==> src/rtl/phase_scheduler.sv <==
`default_nettype none
// ============================================================================
// Module      : phase_scheduler
// Description : Two-group intersection sequencer. Holds the phase FSM, the
//               per-phase seconds countdown, the duration configuration
//               registers and the round-robin priority-request arbiter.
//               Advances on 1 s ticks; keys arrive as one-cycle pulses.
// Revision    : 1.0 - initial release
// ----------------------------------------------------------------------------
// Ports
//   clk         in   1      system clock
//   rst         in   1      synchronous reset, active-high
//   tick_1s     in   1      one-cycle pulse, once per second
//   mode        in   2      00 run, 01 night, 1x hold
//   peak        in   1      main-road peak hour, sampled when G1 loads
//   req_g1      in   1      one-cycle priority request, group 1
//   req_g2      in   1      one-cycle priority request, group 2
//   cfg_we      in   1      config write strobe
//   cfg_addr    in   3      0 G1, 1 G1L, 2 G2, 3 G2L, 4 YEL, 5 PRE
//   cfg_wdata   in   CNT_W  duration in seconds
//   phase       out  4      current phase code
//   remaining   out  CNT_W  seconds left in current phase
//   lamps       out  12     {R1,Y1,G1,R1L,Y1L,G1L,R2,Y2,G2,R2L,Y2L,G2L}
//   phase_start out  1      one-cycle pulse on every phase entry
//   req_ack     out  1      one-cycle pulse on priority grant
// ============================================================================
module phase_scheduler #(
   parameter int CNT_W   = 11,
   parameter int G1_DEF  = 30,
   parameter int G1L_DEF = 15,
   parameter int G2_DEF  = 30,
   parameter int G2L_DEF = 15,
   parameter int YEL_DEF = 5,
   parameter int PRE_DEF = 5
) (
   input  logic             clk,
   input  logic             rst,
   input  logic             tick_1s,
   input  logic [1:0]       mode,
   input  logic             peak,
   input  logic             req_g1,
   input  logic             req_g2,
   input  logic             cfg_we,
   input  logic [2:0]       cfg_addr,
   input  logic [CNT_W-1:0] cfg_wdata,
   output logic [3:0]       phase,
   output logic [CNT_W-1:0] remaining,
   output logic [11:0]      lamps,
   output logic             phase_start,
   output logic             req_ack
);

   typedef enum logic [3:0] {
      PH_NIGHT = 4'd0,
      PH_G1    = 4'd1,
      PH_G1_Y  = 4'd2,
      PH_G1L   = 4'd3,
      PH_G1L_Y = 4'd4,
      PH_G2    = 4'd5,
      PH_G2_Y  = 4'd6,
      PH_G2L   = 4'd7,
      PH_G2L_Y = 4'd8,
      PH_PRE1  = 4'd9,
      PH_PRE2  = 4'd10
   } phase_t;

   localparam logic [1:0]       MODE_RUN   = 2'b00;
   localparam logic [1:0]       MODE_NIGHT = 2'b01;
   localparam logic [CNT_W-1:0] CNT_ZERO   = '0;
   localparam logic [CNT_W-1:0] CNT_ONE    = CNT_W'(1);
   localparam logic [CNT_W-1:0] CNT_MAX    = '1;
   localparam logic [11:0]      LAMPS_NIGHT = 12'b010_010_010_010;

   phase_t           state_q, state_d;
   logic [CNT_W-1:0] rem_d;
   logic             start_d, ack_d;
   logic             load;
   logic [CNT_W-1:0] load_dur;
   logic             pend_g1, pend_g2;
   logic             clr_g1, clr_g2;
   logic             rr_g2, rr_d;      // 0: group 1 wins a tie, 1: group 2 wins
   logic [CNT_W-1:0] dur_g1, dur_g1l, dur_g2, dur_g2l, dur_yel, dur_pre;
   logic [CNT_W:0]   g1_dbl;
   logic [CNT_W-1:0] g1_peak;
   logic             elig_g1, elig_g2, grant_g1, grant_g2;

   // Green of the same group and pre-emption phases are never eligible; a
   // request arriving this cycle counts immediately so the grant lands on
   // the very next edge.
   assign elig_g1  = (mode == MODE_RUN) && (pend_g1 || req_g1) &&
                     (state_q != PH_PRE1) && (state_q != PH_PRE2) && (state_q != PH_G1);
   assign elig_g2  = (mode == MODE_RUN) && (pend_g2 || req_g2) &&
                     (state_q != PH_PRE1) && (state_q != PH_PRE2) && (state_q != PH_G2);
   assign grant_g1 = elig_g1 && (!elig_g2 || !rr_g2);
   assign grant_g2 = elig_g2 && !grant_g1;

   // Peak-hour main green is doubled, clamped to the counter range.
   assign g1_dbl  = {dur_g1, 1'b0};
   assign g1_peak = g1_dbl[CNT_W] ? CNT_MAX : g1_dbl[CNT_W-1:0];

   assign phase = state_q;

   function automatic phase_t next_run(input phase_t p);
      case (p)
         PH_G1:    next_run = PH_G1_Y;
         PH_G1_Y:  next_run = PH_G1L;
         PH_G1L:   next_run = PH_G1L_Y;
         PH_G1L_Y: next_run = PH_G2;
         PH_G2:    next_run = PH_G2_Y;
         PH_G2_Y:  next_run = PH_G2L;
         PH_G2L:   next_run = PH_G2L_Y;
         PH_PRE2:  next_run = PH_G2;
         default:  next_run = PH_G1;
      endcase
   endfunction

   function automatic logic [11:0] lamp_of(input phase_t p);
      case (p)
         PH_G1:    lamp_of = 12'b001_100_100_100;
         PH_G1_Y:  lamp_of = 12'b010_100_100_100;
         PH_G1L:   lamp_of = 12'b100_001_100_100;
         PH_G1L_Y: lamp_of = 12'b100_010_100_100;
         PH_G2:    lamp_of = 12'b100_100_001_100;
         PH_G2_Y:  lamp_of = 12'b100_100_010_100;
         PH_G2L:   lamp_of = 12'b100_100_100_001;
         PH_G2L_Y: lamp_of = 12'b100_100_100_010;
         PH_PRE1:  lamp_of = 12'b100_100_010_100;
         PH_PRE2:  lamp_of = 12'b010_100_100_100;
         default:  lamp_of = LAMPS_NIGHT;
      endcase
   endfunction

   always_comb begin
      state_d  = state_q;
      rem_d    = remaining;
      load     = 1'b0;
      ack_d    = 1'b0;
      rr_d     = rr_g2;
      clr_g1   = 1'b0;
      clr_g2   = 1'b0;
      load_dur = CNT_ZERO;

      if (state_q > PH_PRE2) begin
         state_d = PH_NIGHT;
         rem_d   = CNT_ZERO;
      end else if (mode == MODE_NIGHT) begin
         state_d = PH_NIGHT;
         rem_d   = CNT_ZERO;
         clr_g1  = 1'b1;
         clr_g2  = 1'b1;
      end else if (mode == MODE_RUN) begin
         // A grant outranks a tick expiry arriving in the same cycle.
         if (grant_g1) begin
            state_d = PH_PRE1;
            load    = 1'b1;
            ack_d   = 1'b1;
            clr_g1  = 1'b1;
            rr_d    = ~rr_g2;
         end else if (grant_g2) begin
            state_d = PH_PRE2;
            load    = 1'b1;
            ack_d   = 1'b1;
            clr_g2  = 1'b1;
            rr_d    = ~rr_g2;
         end else if (state_q == PH_NIGHT) begin
            state_d = PH_G1;
            load    = 1'b1;
         end else if (tick_1s) begin
            if (remaining > CNT_ONE) begin
               rem_d = remaining - CNT_ONE;
            end else begin
               state_d = next_run(state_q);
               load    = 1'b1;
            end
         end
      end

      case (state_d)
         PH_G1:            load_dur = peak ? g1_peak : dur_g1;
         PH_G1L:           load_dur = dur_g1l;
         PH_G2:            load_dur = dur_g2;
         PH_G2L:           load_dur = dur_g2l;
         PH_PRE1, PH_PRE2: load_dur = dur_pre;
         default:          load_dur = dur_yel;
      endcase

      if (load) begin
         // A zero duration still has to last one tick.
         rem_d = (load_dur == CNT_ZERO) ? CNT_ONE : load_dur;
         if (state_d == PH_G1) clr_g1 = 1'b1;
         if (state_d == PH_G2) clr_g2 = 1'b1;
      end

      start_d = load || ((state_d == PH_NIGHT) && (state_q != PH_NIGHT));
   end

   always_ff @(posedge clk) begin
      if (rst) begin
         state_q     <= PH_NIGHT;
         remaining   <= CNT_ZERO;
         lamps       <= LAMPS_NIGHT;
         phase_start <= 1'b0;
         req_ack     <= 1'b0;
         pend_g1     <= 1'b0;
         pend_g2     <= 1'b0;
         rr_g2       <= 1'b0;
         dur_g1      <= CNT_W'(G1_DEF);
         dur_g1l     <= CNT_W'(G1L_DEF);
         dur_g2      <= CNT_W'(G2_DEF);
         dur_g2l     <= CNT_W'(G2L_DEF);
         dur_yel     <= CNT_W'(YEL_DEF);
         dur_pre     <= CNT_W'(PRE_DEF);
      end else begin
         state_q     <= state_d;
         remaining   <= rem_d;
         lamps       <= lamp_of(state_d);
         phase_start <= start_d;
         req_ack     <= ack_d;
         // A request in the same cycle as a clear re-arms the pending flag.
         pend_g1     <= (pend_g1 & ~clr_g1) | req_g1;
         pend_g2     <= (pend_g2 & ~clr_g2) | req_g2;
         rr_g2       <= rr_d;
         if (cfg_we) begin
            case (cfg_addr)
               3'd0:    dur_g1  <= cfg_wdata;
               3'd1:    dur_g1l <= cfg_wdata;
               3'd2:    dur_g2  <= cfg_wdata;
               3'd3:    dur_g2l <= cfg_wdata;
               3'd4:    dur_yel <= cfg_wdata;
               3'd5:    dur_pre <= cfg_wdata;
               default: ;
            endcase
         end
      end
   end

endmodule
`default_nettype wire
==> config.mk <==
export PLATFORM = sky130hd
export DESIGN_NAME = phase_scheduler
export DESIGN_NICKNAME = d
export VERILOG_FILES = /design/src/rtl/phase_scheduler.sv
export SDC_FILE = /design/constraint.sdc
export NUM_CORES = 1
export LEC_CHECK = 0
export ABC_AREA = 1
export CAP_MARGIN = 10
export CORE_UTILIZATION = 35
export DETAILED_ROUTE_END_ITERATION = 7
export PLACE_DENSITY_LB_ADDON = 0.08
export REMOVE_ABC_BUFFERS = 1
export SYNTH_ARGS = -nofsm -noshare
export SYNTH_HDL_FRONTEND = slang
export SYNTH_SLANG_ARGS = --single-unit
==> constraint.sdc <==
create_clock -name clk -period 4.6 [get_ports clk]
set_clock_uncertainty 0.05 [all_clocks]
set_input_delay 0.92 -clock clk [delete_from_list [all_inputs] [get_ports clk]]
set_output_delay 0.92 -clock clk [all_outputs]
set_load 0.005 [all_outputs]
After elaboration in Yosys (flattened, before gate mapping). Memories as Yosys holds them, arrays and structs flattened. A register that Yosys moved wholly into a read port is not among the register bits. Cells that the tools add are included.

Memories: 2. Flip-flop bits (word level): 86. Logic and storage cells: 131. Output and inout port bits: 29. Memory bits (read-only): 256. Bits of input ports: 23.

Memories: (name not given) (depth 16, bits a word 12, rd ports 1, clocked after Yosys merged registers in 1, wr ports 0, RTL line 118) `case (p)`; (name not given) (depth 16, bits a word 4, rd ports 1, clocked after Yosys merged registers in 1, wr ports 0, RTL line 104) `case (p)`.

$lt $le $gt $ge: 2. Equality and inequality tests: 19. Bitwise gates (word level): 10. Multiplexer cells: 46. Add/sub/neg operators: 1. Reductions and logical operators: 38.

Operators by type and width (count): $mux W11 (12); $pmux W11 S5 (1); $mux W4 (9); $mux W1 (24); $reduce_bool A4 Y1 (4); $ne A4 B4 Y1 const B (3); $reduce_and A2 Y1 (6); $gt A11 B1 Y1 const B (1); $logic_and A1 B1 Y1 (11); $logic_not A11 Y1 (1); $sub A11 B1 Y11 const B (1); $eq A4 B3 Y1 const B (2); $eq A4 B4 Y1 const B (2); $logic_not A4 Y1 (2); $ne A4 B2 Y1 const B (2); $eq A3 B2 Y1 const B (2); $eq A3 B3 Y1 const B (2); $not A1 Y1 (6); $reduce_and A6 Y1 (1); $eq A4 B1 Y1 const B (1); $eq A4 B2 Y1 const B (1); $gt A4 B4 Y1 const B (1); $logic_or A1 B1 Y1 (4); $ne A4 B1 Y1 const B (1); 12 further kinds (16).

Depth between registers and ports, before layout. Gate-level depths: netlist (run 1).

Word-level depth: 21. Gate-level depth with buffers: 30. Mapped depth without buffers: 28.

Worst setup path after synthesis (run 1). No wires, ideal clock.

Kind: in2reg. Start: in mode[1]. End: reg remaining[0]. Data arrival time: 3.536 ns. Stages on the path: 28. Slack: 0.948 ns. Library setup time: 0.066 ns. Data required time: 4.484 ns. Path buffers: 2. Cells stage by stage: nor2_4 > nand2_1 > nor2_1 > o21ai_0 > inv_1 > a21oi_1 > o211ai_1 > nand2_1 > o22ai_1 > nand2_1 > inv_1 > ha_1 > clkbuf_1 > nor2_1 > a21oi_2 > nand2_1 > nand2_2 > buf_6 > nand2_1 > inv_1 > nand2_1 > nand2_1 > nand2_1 > nor2_1 > nand3_1 > nand2_1 > nand2_1 > a21oi_2.

Longest elaborated chain between the ends: 21. Elaborated cells on any way between the ends: 45. Those cells by class: eq/ne: 10; mux: 15; reduce/logical: 20.

RTL lines: start: declaration (RTL line 39) `input logic [1:0] mode,`; $logic_not A2 Y1 (RTL line 90, 92, 151); $logic_and A1 B1 Y1 (2 in series) (RTL line 92) `assign elig_g2 = (mode == MODE_RUN) && (pend_g2 || req_g2) &&`; $logic_and A1 B1 Y1 (2 in series) (RTL line 93) `(state_q != PH_PRE1) && (state_q != PH_PRE2) && (state_q != PH_G2);`; $logic_not A1 Y1 (RTL line 94) `assign grant_g1 = elig_g1 && (!elig_g2 || !rr_g2);`; $logic_or A1 B1 Y1 (RTL line 94); $logic_and A1 B1 Y1 (RTL line 94); $logic_not A1 Y1 (RTL line 95) `assign grant_g2 = elig_g2 && !grant_g1;`; $logic_and A1 B1 Y1 (RTL line 95); (+4 left out); $mux W4 (*) (RTL line 143) `if (state_q > PH_PRE2) begin`; net state_d[0] (RTL line 74) `phase_t state_q, state_d;`; $eq A4 B4 Y1 (RTL line 178) `case (state_d)`; $reduce_or A2 Y1 (RTL line 178); $pmux W11 S5 (*) (RTL line 178); $logic_not A11 Y1 (RTL line 189) `rem_d = (load_dur == CNT_ZERO) ? CNT_ONE : load_dur;`; $mux W11 (*) (RTL line 189); $mux W11 (*) (RTL line 187) `if (load) begin`; end signal: assignment (RTL line 215) `remaining <= rem_d;`; end: declaration (RTL line 47) `output logic [CNT_W-1:0] remaining,`.

Mark *: on every way through the listed nets, which the timed path passes. The rest lies on a longest branch. A chain may end at the register's enable or synchronous reset.

Worst setup path after layout (run 1).
Start: in mode[1]. End: reg remaining[0].

Longest elaborated chain between the ends: 21. Elaborated cells on any way between the ends: 45. Those cells by class: eq/ne: 10; mux: 15; reduce/logical: 20.

RTL lines: $logic_not A2 Y1 (RTL line 90, 92, 151); $logic_and A1 B1 Y1 (2 in series) (RTL line 92); $logic_and A1 B1 Y1 (2 in series) (RTL line 93); $logic_not A1 Y1 (RTL line 94); $logic_or A1 B1 Y1 (RTL line 94); $logic_and A1 B1 Y1 (RTL line 94); $logic_not A1 Y1 (RTL line 95); $logic_and A1 B1 Y1 (RTL line 95); (+3 left out); $mux W4 (RTL line 146) `end else if (mode == MODE_NIGHT) begin`; $mux W4 (RTL line 143); $eq A4 B4 Y1 (RTL line 178); $reduce_or A2 Y1 (RTL line 178); $pmux W11 S5 (RTL line 178); $logic_not A11 Y1 (RTL line 189); $mux W11 (RTL line 189); $mux W11 (RTL line 187).

Several ways; a longest one is shown, not always the timed one.

==> flow_summary.json, run 1 <==
{
  "status": "finished clean",
  "maxSlewHeadroom_pct": 52.5,
  "area_growth_syn_to_layout_pct": 18.6,
  "slowest_stage": "clkdlybuf4s50_1",
  "clock_sinks": 102,
  "async_flop_share_pct": 0,
  "drtIter0Drc": 385,
  "grt_pass1_vias": 4683,
  "whs_ns": 0.407,
  "synth_top_flop_cell": "dfxtp_1",
  "coreArea_um2": 14600,
  "track_usage_pct": 20.3,
  "synthCells": 772,
  "nNetsFinal": 841,
  "die-area_um2": 15500,
  "hp-class": "register to register",
  "post_drt_via_cell_ratio": 5.02,
  "gp_congestion": 0.895,
  "synth_top_area_share_pct": 38.9,
  "cp.arrival_ns": 4.37,
  "yosysSeqAreaShare_pct": 38.9,
  "cap_violations": 0,
  "routed-via-count": 5004,
  "port_buffers": 51,
  "routedWlPerCell_um": 15.4,
  "die_x_um": 124,
  "fin_crit_ns": 4.13,
  "synth_top_area_cell": "dfxtp_1",
  "gr-total-overflow": 0,
  "drive_gt1_share_pct": 7.38,
  "finalHoldViolCount": 0,
  "hpwl_um": 11100,
  "cts_htree_levels": 3,
  "placed_area_um2": 5900,
  "slowest_delay_ns": 0.52,
  "fin_util_pct": 42.6,
  "initial_core_util_pct": 35.9,
  "ir_drop_v": 0.000204,
  "crit_path_max_fanout": 12,
  "ys_ff_latch": 102,
  "maxSlewViolCount": 0,
  "root_buffer": "clkbuf_16",
  "post_cts_buffers": 0,
  "fmax_ghz": 0.242,
  "cp.required_ns": 4.84,
  "post-place-ws_ns": 0.0588,
  "p_per_area_nw_per_um2": 358,
  "critPathTopFamily": "simple AND/OR/NAND/NOR gates",
  "crit_buf_inv": 4,
  "clk_pin_slew_ns": 0.07,
  "postSynthAreaPerCell_um2": 6.79,
  "synth_cell_types": 38,
  "num_antenna_cells": 0,
  "drc_errors": 0,
  "path_class": "input port to register",
  "design_area_um2": 6220,
  "cp-start-kind": "input port",
  "cts_buffer_depth": 2,
  "die_h_um": 124,
  "pin_count": 52,
  "endpoint_kind": "register",
  "synth_edf_count": 0,
  "synth_area_leaders": "dfxtp_1, nand2_1, o21ai_0",
  "grt_pass1_wl_um": 24700,
  "crit_top_cell": "nand2_1",
  "row_count": 44,
  "rsz0062_at_grt": "no",
  "yosysWarnings": 0,
  "ant_nets": 0,
  "cts_tree": "done",
  "fin_crit_sh_pct": 89.8,
  "clk_latency_ns": 0.35,
  "tightest_slew_ns": 0.713,
  "grt_max_degree": 44,
  "routed_wl_um": 15400,
  "setup_violations": 0,
  "reg2reg_slack_ns": 1.02,
  "synth.cell_area_um2": 5240,
  "totalPowerFinal_mw": 2.22,
  "cts_buffers": 9,
  "p_leak_nw": 2.79,
  "firstDrtPassIters": 5,
  "final.setup.tns_ns": 0,
  "fin_cells": 997,
  "antenna_found_initial": 0,
  "placedCellCount": 981,
  "setup_ws_ns": 0.468
}
[report_power, final]
part | internal, mW | leakage [nW] | switching, mW | total [mW]
Sequential | 0.933 | 0.834 | 0.0292 | 0.962
Clock | 0.476 | 0.152 | 0.339 | 0.815
Combinational | 0.175 | 1.80 | 0.273 | 0.447
[worst register-to-register path, cell delays in order, from the launching register on]
cell     delay, ns
dfxtp_1       0.36
or2_1         0.27
nor2_2        0.14
nand2_1       0.07
nand2_2       0.14
nand2_4       0.10
o21ai_0       0.16
a21oi_1       0.05
o21ai_0       0.16
o22ai_1       0.11
nand2_1       0.20
inv_1         0.12
ha_1          0.28
buf_4         0.24
nand3_1       0.13
nand2_1       0.10
nor2_1        0.21
nand2_1       0.08
nand2_1       0.08
nand2_1       0.06
nor2_1        0.10
nand3_1       0.07
nand2_1       0.07
nand2_1       0.06
a21oi_2       0.11
[worst paths after layout]
| kind | from | end | cells past startpoint |
|---|---|---|---|
| max reg2reg | remaining[2]$_SDFFE_PP0P_ | remaining[0]$_SDFFE_PP0P_ | 24 |
| min reg2reg | rr_g2$_SDFFE_PP0P_ | rr_g2$_SDFFE_PP0P_ | 1 |
| min | rr_g2$_SDFFE_PP0P_ | rr_g2$_SDFFE_PP0P_ | 1 |
| max | mode[1] | remaining[0]$_SDFFE_PP0P_ | 26 |
[Yosys cell counts (5+ instances only)]
cell / count
a21oi_1: 32
nand3_1: 55
inv_2: 6
buf_2: 5
clkbuf_1: 28
nand2_1: 143
inv_1: 81
o21ai_0: 97
ha_1: 10
dfxtp_1: 102
xor2_1: 6
o21ai_1: 7
nand2_2: 6
nor2_1: 112
a221oi_1: 5
nand4_1: 21
o211ai_1: 12
nor3_1: 5
[final cells by class]
cell class                 instances  area [um2]
clock buffer                      10         229
clock inverter                     6        86.3
fill                            1523        8370
inverter                          88         333
multi-input combinational        542        2680
sequential                       102        2040
tap                              184         230
timing repair buffer              65         616
[metal layers]
metal | part of all wire, % | track usage, %
met1 | 48 | 26.7
met5 | 0 | 0
met4 | 1.5 | 5.10
met2 | 46 | 33.4
met3 | 4.2 | 4.38
[registers in the layout, indices dropped and copies added (netlist names), 4 cells and up, named ones only]
name / count
dur_pre: 11
lamps: 12
remaining: 11
dur_g1: 11
dur_g1l: 11
dur_g2l: 11
phase: 4
dur_g2: 11
dur_yel: 11
[layout by cell type, fill, tap and decap left out, types with 14 or more instances in the layout]
| cell type | instances |
|---|---|
| dfxtp_1 | 102 |
| buf_4 | 14 |
| nand3_1 | 55 |
| nand4_1 | 21 |
| nand2_1 | 143 |
| inv_1 | 80 |
| nor2_1 | 112 |
| clkdlybuf4s50_1 | 51 |
| o21ai_0 | 97 |
| a21oi_1 | 32 |
[logic make-up (layout without fill, tap and decap cells)]
logic type	count (synthesis)	in the layout	synth area share, %
buffers and inverters	128	169	10.0
XOR/XNOR	9	9	1.50
AND/OR/NAND/NOR	358	358	29.8
adder cells (fa/ha/maj)	10	10	2.39
AO/OA/AOI/OAI	165	165	17.3
flip-flops	102	102	38.9
[timing repair]
item,CTS,global route
endpoints found under the setup margin,0,1
resized for setup,0,1
hold buffers,0,0
Note: power is estimated with default switching activity, not from simulation.
==> inputs of run 2 (changes only) <==
Settings changed: ABC_AREA 1 to not set.
==> flow_summary.json, run 2 <==
{
  "status": "finished clean",
  "routed_wl_um": 15600,
  "coreArea_um2": 14000,
  "crit_path_max_fanout": 7,
  "yosysWarnings": 0,
  "cts_htree_levels": 3,
  "yosysSeqAreaShare_pct": 40.0,
  "cp-start-kind": "input port",
  "ant_nets": 0,
  "yosysMostFrequentCell": "nand2_1",
  "fin_crit_ns": 4.25,
  "grt_pass1_wl_um": 25000,
  "finalHoldViolCount": 0,
  "hp-class": "register to register",
  "initial_core_util_pct": 36.4,
  "drtIter0Drc": 343,
  "min_path_cells": 2,
  "clk_pin_slew_ns": 0.07,
  "grt_pass1_vias": 4604,
  "cts_buffers": 9,
  "final_cell_mix": "nand2_1, dfxtp_1, a21oi_1",
  "port_buffers": 51,
  "nNetsFinal": 745,
  "setup_violations": 0,
  "die-area_um2": 15100,
  "num_antenna_cells": 0,
  "top_register": "lamps",
  "slowest_delay_ns": 0.48,
  "cts_buffer_depth": 2,
  "routedWlPerCell_um": 17.4,
  "fin_cells": 896,
  "fmax_ghz": 0.235,
  "ys_ff_latch": 102,
  "synth_area_leaders": "dfxtp_1, nand2_1, a21oi_1",
  "gp_congestion": 0.824,
  "rsz0062_at_grt": "no",
  "grt_max_degree": 79,
  "crit_chain": "clkdlybuf4s50_1 -> nor2b_1 -> o2111ai_4 -> mux2i_1 -> nand2_1 -> a21oi_1 -> o31ai_1 -> nand2_1 -> inv_1 -> ha_1 -> or2_2 -> nand3_1 -> a31oi_1 -> a2111oi_0 -> buf_4 -> or3b_1 -> o31ai_2",
  "post_drt_via_cell_ratio": 5.45,
  "cts.repair.resized": 0,
  "hpwl_um": 11000,
  "synth_top_area_cell": "dfxtp_1",
  "design_area_um2": 6150,
  "fin_crit_sh_pct": 92.5,
  "drc_errors": 0,
  "synth_commonest_cells": "nand2_1, dfxtp_1, a21oi_1, nor2_1, clkbuf_1",
  "ff2ff_path_depth": 16,
  "synth_top_flop_cell": "dfxtp_1",
  "ir_drop_v": 0.000242,
  "placed_area_um2": 5830,
  "tightest_slew_ns": 0.879,
  "antenna_found_initial": 0,
  "synth.cell_area_um2": 5100,
  "maxSlewViolCount": 0,
  "firstDrtPassIters": 5,
  "clock_sinks": 102,
  "routed-via-count": 4884,
  "synth_edf_count": 0,
  "layout_commonest_cell": "nand2_1",
  "synth_cell_types": 62,
  "endpoint_kind": "register",
  "cap_violations": 0,
  "path_class": "input port to register",
  "postSynthAreaPerCell_um2": 7.55,
  "die_x_um": 123,
  "row_count": 43,
  "track_usage_pct": 22.0,
  "async_flop_share_pct": 0,
  "cp.arrival_ns": 4.48,
  "synth_top_area_share_pct": 40.0,
  "p_leak_nw": 2.31,
  "gr-total-overflow": 0,
  "fill_cells": 1409,
  "ctsHoldBuffers": 0,
  "p_per_area_nw_per_um2": 359,
  "slowest_stage": "clkdlybuf4s50_1",
  "crit_top_cell": "nand2_1",
  "largest_reg_flops": 12,
  "root_buffer": "clkbuf_16",
  "synthCells": 676,
  "pin_count": 52,
  "post_cts_buffers": 0,
  "area_growth_syn_to_layout_pct": 20.4,
  "maxSlewHeadroom_pct": 41.2,
  "cts_tree": "done",
  "clk_latency_ns": 0.36,
  "totalPowerFinal_mw": 2.21,
  "placedCellCount": 881,
  "die_h_um": 123,
  "drive_gt1_share_pct": 7.54,
  "cp.required_ns": 4.83
}
## run 2: changes by cell type after synthesis, moves of 10 or more
| cell | change |
|---|---|
| clkbuf_1 | +14 |
| nand3b_1 | +21 |
| nand4_1 | -18 |
| o21ai_0 | -69 |
| nand3_1 | -31 |
| o211ai_1 | -10 |
| nor2_1 | -59 |
| a21oi_1 | +39 |
| inv_1 | -72 |
| nand2_1 | +24 |
## run 2: layout make-up
class	count	area [um2]	share of cell area (%)
clock buffer	13	280	4.56
tap	180	225	3.66
inverter	9	33.8	0.550
multi-input combinational	517	2840	46.3
clock inverter	2	38.8	0.631
sequential	102	2040	33.2
timing repair buffer	73	683	11.1
## run 2: critical path, delay by kind of cell
family | cells | cell delay (ns)
AOI/OAI and AO/OA | 6 | 1.11
muxes | 1 | 0.20
adders and majority gates | 1 | 0.29
and+or+nand+nor | 6 | 1.21
buffers and inverters | 3 | 0.76
## run 2: worst paths after layout
| kind | from | end | slack (ns) |
|---|---|---|---|
| min reg2reg | dur_yel[7]$_SDFFE_PP0P_ | dur_yel[7]$_SDFFE_PP0P_ | 0.41 |
| max reg2reg | remaining[7]$_SDFFE_PP0P_ | remaining[0]$_SDFFE_PP0P_ | 0.65 |
| max | tick_1s | remaining[0]$_SDFFE_PP0P_ | 0.35 |
| min | dur_yel[7]$_SDFFE_PP0P_ | dur_yel[7]$_SDFFE_PP0P_ | 0.41 |
## run 2: power breakdown
| part | switching, mW | internal, mW |
|---|---|---|
| clock | 0.345 | 0.480 |
| sequential | 0.0341 | 0.923 |
| combinational | 0.239 | 0.184 |
| total | 0.619 | 1.59 |
## run 2: metrics by stage
stage                     hold slack, ns  setup WS, ns  setup TNS [ns]  utilization (%)
after floorplan                    0.376         0.177               0                -
after global placement             0.389       -0.0364         -0.0364             41.5
after detailed placement           0.397       -0.0781         -0.0781             41.5
after CTS                          0.406         0.273               0             43.8
after global routing               0.427        0.0350               0             43.8
final                              0.405         0.345               0             43.8
## run 2: layer usage
layer  routed length, um  track usage (%)
met1                7170             28.1
met5                   0                0
met3                 585             4.69
met4                 225             6.48
met2                7570             37.0
## run 2: cells by family (layout without fill, tap and decap cells)
logic type	count (synthesis)	in the layout	share of synthesized area [%]
multiplexers	6	6	1.25
AO/OA/AOI/OAI	163	163	20.4
AND/OR/NAND/NOR	330	330	30.1
buffers and inverters	57	97	4.41
XOR/XNOR	8	8	1.37
flip-flops	102	102	40.0
adder cells (fa/ha/maj)	10	10	2.45
